===== src/rtl/trap_unit.sv =====
// Trap/mret sequencer driving the CSR file's implicit read/write lanes.
// Optional vectored interrupt dispatch: define TRAP_VECTORED_EN.
module trap_unit #(
  parameter logic [1:0] RESET_MODE = 2'b11
) (
  input  logic         clk,
  input  logic         reset,
  input  logic         trap_req,
  input  logic [31:0]  trap_cause,
  input  logic [31:0]  trap_pc,
  input  logic [31:0]  trap_tval,
  input  logic         mret_req,
  input  logic [127:0] impl_csr,
  output logic [47:0]  impl_addrs_r,
  output logic [3:0]   impl_read_enable,
  output logic [47:0]  impl_addrs_w,
  output logic [3:0]   impl_write_enable,
  output logic [127:0] impl_write_data,
  output logic [1:0]   mode,
  output logic         busy,
  output logic         redirect_valid,
  output logic [31:0]  redirect_pc
);

  typedef enum logic [1:0] {
    S_IDLE,
    S_READ,
    S_WRITE,
    S_REDIR
  } state_t;

  typedef enum logic {
    K_TRAP,
    K_MRET
  } kind_t;

  localparam logic [11:0] A_MSTATUS = 12'h300;
  localparam logic [11:0] A_MTVEC   = 12'h305;
  localparam logic [11:0] A_MEPC    = 12'h341;
  localparam logic [11:0] A_MCAUSE  = 12'h342;
  localparam logic [11:0] A_MTVAL   = 12'h343;

  state_t      state_q, state_d;
  kind_t       kind_q, kind_d;
  logic [31:0] cause_q, cause_d;
  logic [31:0] pc_q, pc_d;
  logic [31:0] tval_q, tval_d;
  logic [31:0] vec_q, vec_d;
  logic [31:0] mstat_q, mstat_d;
  logic [1:0]  mode_q, mode_d;
  logic        busy_q, busy_d;
  logic        rv_q, rv_d;
  logic [31:0] rpc_q, rpc_d;

  logic [31:0] base;
  logic [31:0] target;
  logic [31:0] mstat_trap;
  logic [31:0] mstat_mret;

  logic unused_ok;
  assign unused_ok = ^{impl_csr[127:64], pc_q[1:0]};

  always_comb begin
    base   = {vec_q[31:2], 2'b00};
    target = base;
`ifdef TRAP_VECTORED_EN
    // only interrupts dispatch through the table; modes 10/11 act as direct
    if (vec_q[1:0] == 2'b01 && cause_q[31])
      target = base + {cause_q[29:0], 2'b00};
`endif
  end

  always_comb begin
    mstat_trap        = mstat_q;
    mstat_trap[7]     = mstat_q[3];
    mstat_trap[3]     = 1'b0;
    mstat_trap[12:11] = mode_q;
    mstat_mret        = mstat_q;
    mstat_mret[3]     = mstat_q[7];
    mstat_mret[7]     = 1'b1;
    mstat_mret[12:11] = 2'b00;
  end

  always_comb begin
    state_d           = state_q;
    kind_d            = kind_q;
    cause_d           = cause_q;
    pc_d              = pc_q;
    tval_d            = tval_q;
    vec_d             = vec_q;
    mstat_d           = mstat_q;
    mode_d            = mode_q;
    rv_d              = 1'b0;
    rpc_d             = 32'h0;
    impl_addrs_r      = 48'h0;
    impl_read_enable  = 4'b0000;
    impl_addrs_w      = 48'h0;
    impl_write_enable = 4'b0000;
    impl_write_data   = 128'h0;
    unique case (state_q)
      S_IDLE: begin
        if (trap_req) begin
          state_d = S_READ;
          kind_d  = K_TRAP;
          cause_d = trap_cause;
          pc_d    = trap_pc;
          tval_d  = trap_tval;
        end else if (mret_req) begin
          state_d = S_READ;
          kind_d  = K_MRET;
        end
      end
      S_READ: begin
        impl_addrs_r[11:0]  =
          (kind_q == K_TRAP) ? A_MTVEC : A_MEPC;
        impl_addrs_r[23:12] = A_MSTATUS;
        impl_read_enable    = 4'b0011;
        vec_d               = impl_csr[31:0];
        mstat_d             = impl_csr[63:32];
        state_d             = S_WRITE;
      end
      S_WRITE: begin
        rv_d    = 1'b1;
        state_d = S_REDIR;
        if (kind_q == K_TRAP) begin
          impl_write_enable = 4'b1111;
          impl_addrs_w      =
            {A_MSTATUS, A_MTVAL, A_MCAUSE, A_MEPC};
          impl_write_data   = {mstat_trap, tval_q, cause_q,
                               pc_q[31:2], 2'b00};
          mode_d            = 2'b11;
          rpc_d             = target;
        end else begin
          impl_write_enable      = 4'b1000;
          impl_addrs_w[47:36]    = A_MSTATUS;
          impl_write_data[127:96] = mstat_mret;
          mode_d                 = mstat_q[12:11];
          rpc_d                  = vec_q;
        end
      end
      S_REDIR: begin
        state_d = S_IDLE;
      end
      default: begin
        state_d = S_IDLE;
      end
    endcase
    busy_d = (state_d != S_IDLE);
  end

  always_ff @(posedge clk) begin
    if (!reset) begin
      state_q <= S_IDLE;
      kind_q  <= K_TRAP;
      cause_q <= 32'h0;
      pc_q    <= 32'h0;
      tval_q  <= 32'h0;
      vec_q   <= 32'h0;
      mstat_q <= 32'h0;
      mode_q  <= RESET_MODE;
      busy_q  <= 1'b0;
      rv_q    <= 1'b0;
      rpc_q   <= 32'h0;
    end else begin
      state_q <= state_d;
      kind_q  <= kind_d;
      cause_q <= cause_d;
      pc_q    <= pc_d;
      tval_q  <= tval_d;
      vec_q   <= vec_d;
      mstat_q <= mstat_d;
      mode_q  <= mode_d;
      busy_q  <= busy_d;
      rv_q    <= rv_d;
      rpc_q   <= rpc_d;
    end
  end

  assign mode           = mode_q;
  assign busy           = busy_q;
  assign redirect_valid = rv_q;
  assign redirect_pc    = rpc_q;

endmodule

===== config.mk =====
export PLATFORM = sky130hd
export DESIGN_NAME = trap_unit
export DESIGN_NICKNAME = d
export VERILOG_FILES = /design/src/rtl/trap_unit.sv
export SDC_FILE = /design/constraint.sdc
export NUM_CORES = 1
export LEC_CHECK = 0
export ABC_AREA = 0
export CAP_MARGIN = 20
export CORE_AREA = 2 2 190 192
export DETAILED_ROUTE_END_ITERATION = 8
export DIE_AREA = 0 0 192 194
export PLACE_DENSITY = 0.63
export SLEW_MARGIN = 20
export SYNTH_ARGS = -nofsm -noshare
export SYNTH_HDL_FRONTEND = slang
export SYNTH_SLANG_ARGS = --single-unit

===== constraint.sdc =====
create_clock -name clk -period 1.7 [get_ports clk]
set_input_delay 0.34 -clock clk [delete_from_list [all_inputs] [get_ports clk]]
set_output_delay 0.34 -clock clk [all_outputs]
set_load 0.05 [all_outputs]

==> results.yml, run 1 <==
hold_path:
  whs_path_depth: 3
  hold_path_end: "cause_q[25]"
  min_from: "trap_req"
  hold_path.class: "in -> reg"
cells_and_area:
  mostFrequentLayoutCell: "dfxtp_1"
  fin_nets: 1549
  fin_util: 0.449
  diodes: 0
  mostFrequentLayoutCells: "195 x dfxtp_1, 178 x buf_12, 160 x clkdlybuf4s50_1, 97 x and2_4, 95 x a21oi_1"
  area_growth_pct: 73.9
  drive_gt1_frac: 0.391
die:
  dieWidth_um: 192
  die_h_um: 194
  core_area_mm2: 0.0352
  die_area_mm2: 0.0372
  pin_count: 496
  start_util: 0.258
  fp-row-count: 69
global_route:
  grt_first_pass_wirelength_um: 42600
  track_usage: 0.148
  first_global_vias: 7674
  antenna_found_initial: 0
  grt_max_degree: 60
  grt_overflow_total: 0
route:
  routed_via_density: 4.32
  num_vias: 7740
  ant_nets: 0
  drtIter0Drc: 196
  wire_per_inst_um: 15.7
  drcViolationCount: 0
  wirelength_um: 28100
  first_pass_iters: 4
outcome:
  violations: "negative setup slack"
  status: "complete, but fails checks"
synthesis:
  synth_area_leaders: "dfxtp_1 43%, a21bo_2 9.8%, buf_4 8.7%"
  netlist_area_mm2: 0.00910
  synth_top_area_share: 0.434
  syn_avg_cell_area_um2: 9.28
  synth_cells: 980
  synth.largest_area_cell: "dfxtp_1"
  ys_seq_elements: 197
  synth_edf_count: 0
  ys_seq_area_frac: 0.434
  synth_cell_type_count: 27
  synth_flop_cell: "dfxtp_1"
  async_reset_ff_frac: 0
  yosys_warnings: 0
sta:
  hold_viol: 0
  fmax_ghz: 0.449
  post-route-period-util: 1.31
  setup_slack_ns: -0.525
  slew_viol_final: 0
  setup_violations: 154
  grt_setup_unrepaired: "yes"
  finalCriticalPeriod_ns: 2.23
  timing.setup.tns_ns: -63.27
  fin_skew_ns: 0.00655
flow_run:
  maxCapViolations: 0
clock_network:
  cts_buffers: 17
  worstSkewPairLatency_ns: 0.45
  htree_levels: 4
  clockBufferDepth: 2
  cts_sinks: 197
  postCtsHoldBufs: 0
  cts_tree: "built"
  clk_pin_slew_worst_paths_ns: 0.07
  root_buffer: "clkbuf_16"
critical_path:
  endpoint_kind: "primary output"
  required_ns: 1.36
  critPathLaunchType: "flip-flop"
  rr_worst_depth: 7
  rrSetupSlack_ns: 0.11
  critPathKind: "reg -> out"
  worstReg2RegStart: "state_q[0]"
  rr_endpoint: "mstat_q[5]"
  crit_fanout: 7
  crit_arrival_ns: 1.89
place:
  dp.final_hpwl_um: 19600
  io_buffers: 351
  gp_congestion: 0.769
power_and_ir_drop:
  cellLeakagePower_nw: 6.55
  p_per_area_mw_per_mm2: 1360
  ir_drop_mv: 1.25
==> report_power, final <==
| group | switching [W] | internal (W) | total (W) |
|---|---|---|---|
| clock | 0.00194 | 0.00228 | 0.00422 |
| sequential | 0.000381 | 0.00544 | 0.00582 |
| combinational | 0.00594 | 0.00551 | 0.0115 |
==> routing by layer <==
| metal | up-vias | routed length [µm] | global-route usage |
|---|---|---|---|
| met5 | - | 0 | 0 |
| met4 | 0 | 493 | 0.0481 |
| met3 | 27 | 2560 | 0.0567 |
| met2 | 291 | 13800 | 0.259 |
| met1 | 3637 | 11200 | 0.164 |
| li1 | 3785 | - | - |
==> stage by stage <==
stage	setup WS [ns]	power, W	cells	instance area [µm²]	hold slack, ns
3_3_place_gp	-0.0763	0.0160	1734	14600	0.464
5_1_grt	-0.622	0.0226	1792	15800	0.361
2_1_floorplan	-0.106	0.0125	1057	9690	0.452
3_5_place_dp	-0.115	0.0161	1734	14600	0.468
4_1_cts	-0.593	0.0217	1787	15700	0.341
6_report	-0.525	0.0215	1792	15800	0.366
==> worst max path at each step <==
stage,start,endpoint,slack (ns),cells after the start
after floorplan,state_q[1],impl_addrs_r[2],-0.11,6
after global placement,state_q[0],impl_write_data[2],-0.08,7
after detailed placement,state_q[0],impl_write_data[6],-0.12,7
after CTS,state_q[0],impl_write_data[94],-0.59,7
after global routing,state_q[0],impl_write_data[14],-0.62,8
final,state_q[0],impl_write_data[14],-0.53,8
==> synthesized netlist by cell type (2+ instances only) <==
cell	instances
inv_1	2
buf_2	39
buf_4	106
ha_1	3
buf_6	9
o21ai_0	3
a21oi_1	95
clkbuf_1	36
and2_1	127
mux2i_1	64
nor2_1	67
and3_1	31
a21bo_2	89
and3b_1	2
a21bo_1	5
dfxtp_1	197
nand3_1	94
and4_1	2
==> state kept, by name (all words and copies together) (netlist names) <==
register and count:
mstat_q 32, redirect_valid 1, mode 2, redirect_pc 32
busy 1, pc_q 30, tval_q 32, kind_q 1
vec_q 32, state_q 2, cause_q 32
==> worst max-delay path, cell delays in order (launching register included) <==
cell and delay, ns:
dfxtp_2 0.33, inv_2 0.07, ha_4 0.12, nor2b_4 0.16, buf_12 0.15, buf_12 0.16
clkbuf_16 0.15, and2_4 0.14, buf_12 0.13
==> cell type report <==
type / count / area, µm²
fill: 3301 / 19400
clock inverter: 12 / 141
tap: 461 / 577
timing repair buffer: 433 / 6160
inverter: 3 / 13.8
sequential: 197 / 3950
clock buffer: 20 / 457
multi-input combinational: 666 / 4520
==> cell families (layout without fill, tap and decap cells) <==
kind of cell | count (synthesis) | after routing | synth area share
simple gates | 326 | 326 | 0.195
flops | 197 | 197 | 0.434
compound gates | 195 | 195 | 0.160
buf+inv | 194 | 468 | 0.137
mux | 64 | 64 | 0.0704
fa+ha+maj | 3 | 3 | 0.00413
other cells | 1 | 78 | 0.000412
==> timing repair <==
item	in CTS	in global routing
setup buffers	15	5
cloned	8	2
pin swaps	17	33
endpoints found under the setup margin	154	154
gates resized for setup	46	3
hold endpoints to repair	0	0
Power figures use the tool's default switching activity.
==> inputs of run 2 (changes only) <==
--- a/config.mk
+++ b/config.mk
@@ -7,10 +7,10 @@
 export LEC_CHECK = 0
 export ABC_AREA = 0
 export CAP_MARGIN = 20
-export CORE_AREA = 2 2 190 192
+export CORE_AREA = 2 2 193 195
 export DETAILED_ROUTE_END_ITERATION = 8
-export DIE_AREA = 0 0 192 194
-export PLACE_DENSITY = 0.63
+export DIE_AREA = 0 0 195 197
+export PLACE_DENSITY = 0.62
 export SLEW_MARGIN = 20
 export SYNTH_ARGS = -nofsm -noshare
 export SYNTH_HDL_FRONTEND = slang
==> run 2 against run 1 <==
  * The flow still finishes with violations (negative setup slack)
  * Hold slack worse by 0.030 ns
  * Via count down 0.17%
  * Global-route usage down 0.23 points
  * Final area down 1.1%
  * Critical path depth down 1
  * Register-to-register slack worse by 0.12 ns
  * Sequential share of layout area up 0.29 points
  * Final cell count about the same
  * Worst setup slack better by 0.072 ns
  * Flip-flop and latch count unchanged
  * Routed wire length up 2.5%
==> results.yml, run 2 (synthesized netlist as in run 1, its figures left out) <==
cells_and_area:
  nFillCells: 3459
  mostFrequentLayoutCells: "195 x dfxtp_1, 177 x buf_12, 160 x clkdlybuf4s50_1, 121 x and2_4, 95 x a21oi_1"
  final_cells: 1791
  area_growth_pct: 71.9
  fin_util: 0.431
  diodes: 0
  fin_nets: 1541
  mostFrequentLayoutCell: "dfxtp_1"
  drive_gt1_frac: 0.395
sta:
  fmax_ghz: 0.464
  post-route-period-util: 1.27
  slew_viol_final: 0
  grt_setup_unrepaired: "yes"
  timing.setup.tns_ns: -57.32
  hold_viol: 0
  setup_slack_ns: -0.453
  setup_violations: 155
  fin_skew_ns: 0.0162
  finalCriticalPeriod_ns: 2.15
global_route:
  grt_overflow_total: 0
  first_global_vias: 7608
  grt_max_degree: 51
  grt_first_pass_wirelength_um: 43000
  antenna_found_initial: 0
  track_usage: 0.146
die:
  core_area_mm2: 0.0363
  dieWidth_um: 195
  die_h_um: 197
  start_util: 0.251
  fp-row-count: 70
  die_area_mm2: 0.0384
  pin_count: 496
critical_path:
  crit_fanout: 17
  endpoint_kind: "primary output"
  critPathLaunchType: "flip-flop"
  crit_arrival_ns: 1.81
  critPathKind: "reg -> out"
  required_ns: 1.36
power_and_ir_drop:
  ir_drop_mv: 0.988
  total_power_w: 0.0212
  p_per_area_mw_per_mm2: 1360
  cellLeakagePower_nw: 6.48
flow_run:
  maxCapViolations: 0
place:
  place_inst: 1733
  dp.final_hpwl_um: 20000
  io_buffers: 351
  dpl_worst_slack_ns: -0.0532
  gp_congestion: 0.764
route:
  first_pass_iters: 4
  wire_per_inst_um: 16.1
  wirelength_um: 28800
  ant_nets: 0
  drtIter0Drc: 241
  drcViolationCount: 0
  num_vias: 7727
  routed_via_density: 4.31
clock_network:
  cts_sinks: 197
  cts_tree: "built"
  clk_pin_slew_worst_paths_ns: 0.08
  cts_buffers: 17
  worstSkewPairLatency_ns: 0.45
  clockBufferDepth: 2
  root_buffer: "clkbuf_16"
  htree_levels: 4
outcome:
  status: "complete, but fails checks"
  violations: "negative setup slack"
hold_path:
  hold_path.class: "in -> reg"
==> run 2: cell count changes in the layout (fill, tap and decap cells not counted), moves of 2 or more <==
cell and change:
buf_8 -4, clkinv_8 +2, inv_8 +2, and2_1 -9, and2_2 -15, buf_16 -3, and2_4 +24, bufbuf_16 -2
clkbuf_8 -2, clkinv_4 +2, buf_4 +3, buf_6 -3
==> run 2: metrics by stage <==
| step | hold WS [ns] | instance area (µm²) |
|---|---|---|
| floorplan | 0.452 | 9690 |
| global placement | 0.465 | 14600 |
| detailed placement | 0.474 | 14600 |
| CTS | 0.308 | 15400 |
| global route | 0.340 | 15600 |
| finish | 0.336 | 15600 |
==> run 2: what timing repair did <==
item | in CTS | in global routing
endpoints found under the setup margin | 155 | 156
buffers inserted | 3 | 18
resized for setup | 26 | 31
hold buffers | 0 | 0
cloned | 4 | 2
pin swaps | 1 | 3
==> run 2: final timing paths <==
check                    from            endpoint  slack, ns  depth (start not counted)
setup / recovery   state_q[0]  impl_write_data[7]      -0.45                          7
hold / removal       trap_req          tval_q[11]       0.34                          3
setup reg to reg   state_q[0]                busy      -0.01                         10
hold reg to reg   mstat_q[11]         mstat_q[11]       0.49                          2
==> run 2: layer usage <==
layer	wire length (µm)	global-route usage
met2	14200	0.253
met4	338	0.0421
met5	0	0
met3	2240	0.0541
met1	12000	0.168
==> run 2: critical path, stage by stage, from the launching register on <==
cell and delay, ns:
dfxtp_2 0.33, inv_2 0.07, ha_4 0.13, nor2b_4 0.16
buf_12 0.18, buf_12 0.16, and2_2 0.18, buf_12 0.13
==> run 2: where the power goes <==
| group | internal (W) | total, W | switching (W) |
|---|---|---|---|
| clock network | 0.00210 | 0.00415 | 0.00205 |
| logic | 0.00529 | 0.0113 | 0.00596 |
| registers | 0.00544 | 0.00583 | 0.000390 |
| total | 0.0128 | 0.0212 | 0.00840 |
==> run 2: layout make-up <==
| class | count | area, µm² | area share |
|---|---|---|---|
| Clock buffer | 18 | 429 | 0.0274 |
| Tap cell | 468 | 586 | 0.0375 |
| Timing Repair Buffer | 425 | 5940 | 0.380 |
| Inverter | 3 | 13.8 | 0.000880 |
| Clock inverter | 14 | 163 | 0.0104 |
| Multi-Input combinational cell | 666 | 4560 | 0.292 |
| Sequential cell | 197 | 3950 | 0.252 |
==> inputs of run 3 (changes only) <==
--- a/config.mk
+++ b/config.mk
@@ -11,6 +11,7 @@
 export DETAILED_ROUTE_END_ITERATION = 8
 export DIE_AREA = 0 0 195 197
 export PLACE_DENSITY = 0.62
+export RECOVER_POWER = 50
 export SLEW_MARGIN = 20
 export SYNTH_ARGS = -nofsm -noshare
 export SYNTH_HDL_FRONTEND = slang
==> run 3 against run 2 <==
  * The run still ends with negative setup slack left
  * Combinational power about the same
  * Global-route usage unchanged
  * Fmax down 0.11%
  * Sequential power about the same
  * Power down 1.4%
  * Via count down 0.26%
  * Routed wire length about the same
  * Clock skew about the same
  * Largest cell class unchanged
==> results.yml, run 3 (synthesized netlist as in run 1, its figures left out) <==
cells_and_area:
  diodes: 0
  nFillCells: 3487
  area_growth_pct: 70.0
  mostFrequentLayoutCell: "dfxtp_1"
  final_cells: 1791
  fin_nets: 1541
  multi_input_area_mm2: 0.00454
  mostFrequentLayoutCells: "195 x dfxtp_1, 172 x buf_12, 160 x clkdlybuf4s50_1, 121 x and2_4, 95 x a21oi_1"
  final-seq-area_mm2: 0.00395
  drive_gt1_frac: 0.392
  fin_util: 0.427
global_route:
  grt_overflow_total: 0
  first_global_vias: 7608
  antenna_found_initial: 0
  grt_first_pass_wirelength_um: 43000
  track_usage: 0.146
  grt_max_degree: 51
power_and_ir_drop:
  p_per_area_mw_per_mm2: 1350
  ir_drop_mv: 0.984
  cellLeakagePower_nw: 6.42
critical_path:
  rr_endpoint: "vec_q[10]"
  rr_worst_depth: 7
  crit_arrival_ns: 1.82
  worstReg2RegStart: "state_q[0]"
  critPathKind: "reg -> out"
  cp-startpoint: "state_q[0]"
  required_ns: 1.36
  rrSetupSlack_ns: -0.17
  endpoint: "impl_write_data[7]"
  crit_fanout: 17
  critPathLaunchType: "flip-flop"
  endpoint_kind: "primary output"
route:
  first_pass_iters: 4
  routed_via_density: 4.30
  drcViolationCount: 0
  num_vias: 7707
  wire_per_inst_um: 16.1
  wirelength_um: 28800
  ant_nets: 0
  drtIter0Drc: 237
outcome:
  violations: "negative setup slack"
  status: "complete, but fails checks"
place:
  place_inst: 1733
  dp.final_hpwl_um: 20000
  io_buffers: 351
  gp_congestion: 0.764
clock_network:
  cts_buffers: 17
  clockBufferDepth: 2
  postCtsHoldBufs: 0
  root_buffer: "clkbuf_16"
  worstSkewPairLatency_ns: 0.45
  cts_tree: "built"
  cts_sinks: 197
  htree_levels: 4
  clk_pin_slew_worst_paths_ns: 0.08
sta:
  setup_slack_ns: -0.456
  slew_viol_final: 0
  post-route-period-util: 1.27
  fin_skew_ns: 0.0159
  hold_ws_ns: 0.333
  hold_viol: 0
  timing.setup.tns_ns: -64.12
  finalCriticalPeriod_ns: 2.16
  setup_violations: 212
  fmax_ghz: 0.464
  grt_setup_unrepaired: "yes"
flow_run:
  maxCapViolations: 0
die:
  dieWidth_um: 195
  pin_count: 496
  die_h_um: 197
  fp-row-count: 70
  start_util: 0.251
  core_area_mm2: 0.0363
  die_area_mm2: 0.0384
hold_path:
  hold_path.class: "in -> reg"
==> run 3: changes by cell type in the layout (fill, tap and decap cells not counted), sizes merged <==
cell and delta:
clkbuf +41, buf -41
==> run 3: final cells by class <==
cell class | instances | area share
timing repair buffer | 425 | 0.374
multi-input combinational | 666 | 0.293
sequential | 197 | 0.255
tap | 468 | 0.0379
clock buffer | 18 | 0.0277
clock inverter | 14 | 0.0105
inverter | 3 | 0.000890
==> run 3: stage by stage <==
| stage | area (µm²) | power (W) | worst slack [ns] |
|---|---|---|---|
| 5_1_grt | 15500 | 0.0221 | -0.546 |
| 3_5_place_dp | 14600 | 0.0163 | -0.0532 |
| 3_3_place_gp | 14600 | 0.0162 | -0.0339 |
| 4_1_cts | 15400 | 0.0211 | -0.519 |
| 2_1_floorplan | 9690 | 0.0125 | -0.106 |
| 6_report | 15500 | 0.0209 | -0.456 |
==> run 3: worst max-delay path, stage by stage (launching register included) <==
cell and delay [ns]:
dfxtp_2 0.33, inv_2 0.07, ha_4 0.13, nor2b_4 0.16, buf_12 0.18, buf_12 0.16
and2_2 0.18, buf_12 0.13
==> run 3: repair_timing <==
| item | in CTS | in global routing |
|---|---|---|
| endpoints found under the hold margin | 0 | 0 |
| setup endpoints to repair | 155 | 156 |
| resized for setup | 26 | 31 |
| buffers inserted | 3 | 18 |
| gates cloned | 4 | 2 |
| pin swaps | 1 | 3 |
==> run 3: layer usage <==
metal,up-vias,GRT usage,routed length (µm)
met3,16,0.0541,2240
met2,284,0.253,14200
met1,3641,0.168,12000
met4,0,0.0421,335
met5,-,0,0
li1,3766,-,-
==> run 3: power breakdown <==
group          leakage, nW  switching, W  internal, W  total, W
clock                0.291       0.00206      0.00210   0.00416
sequential            1.61      0.000391      0.00544   0.00583
combinational         4.52       0.00592      0.00504    0.0110
total                 6.42       0.00837       0.0126    0.0209
==> run 3: how the worst min path moves through the flow <==
stage	endpoint	cells after the start	start	slack (ns)
3_3_place_gp	vec_q[11]	2	vec_q[11]	0.46
5_1_grt	cause_q[28]	3	trap_req	0.34
4_1_cts	tval_q[3]	3	trap_req	0.31
6_report	tval_q[11]	3	trap_req	0.33
2_1_floorplan	mstat_q[0]	2	mstat_q[0]	0.45
3_5_place_dp	redirect_pc[15]	1	vec_q[15]	0.47
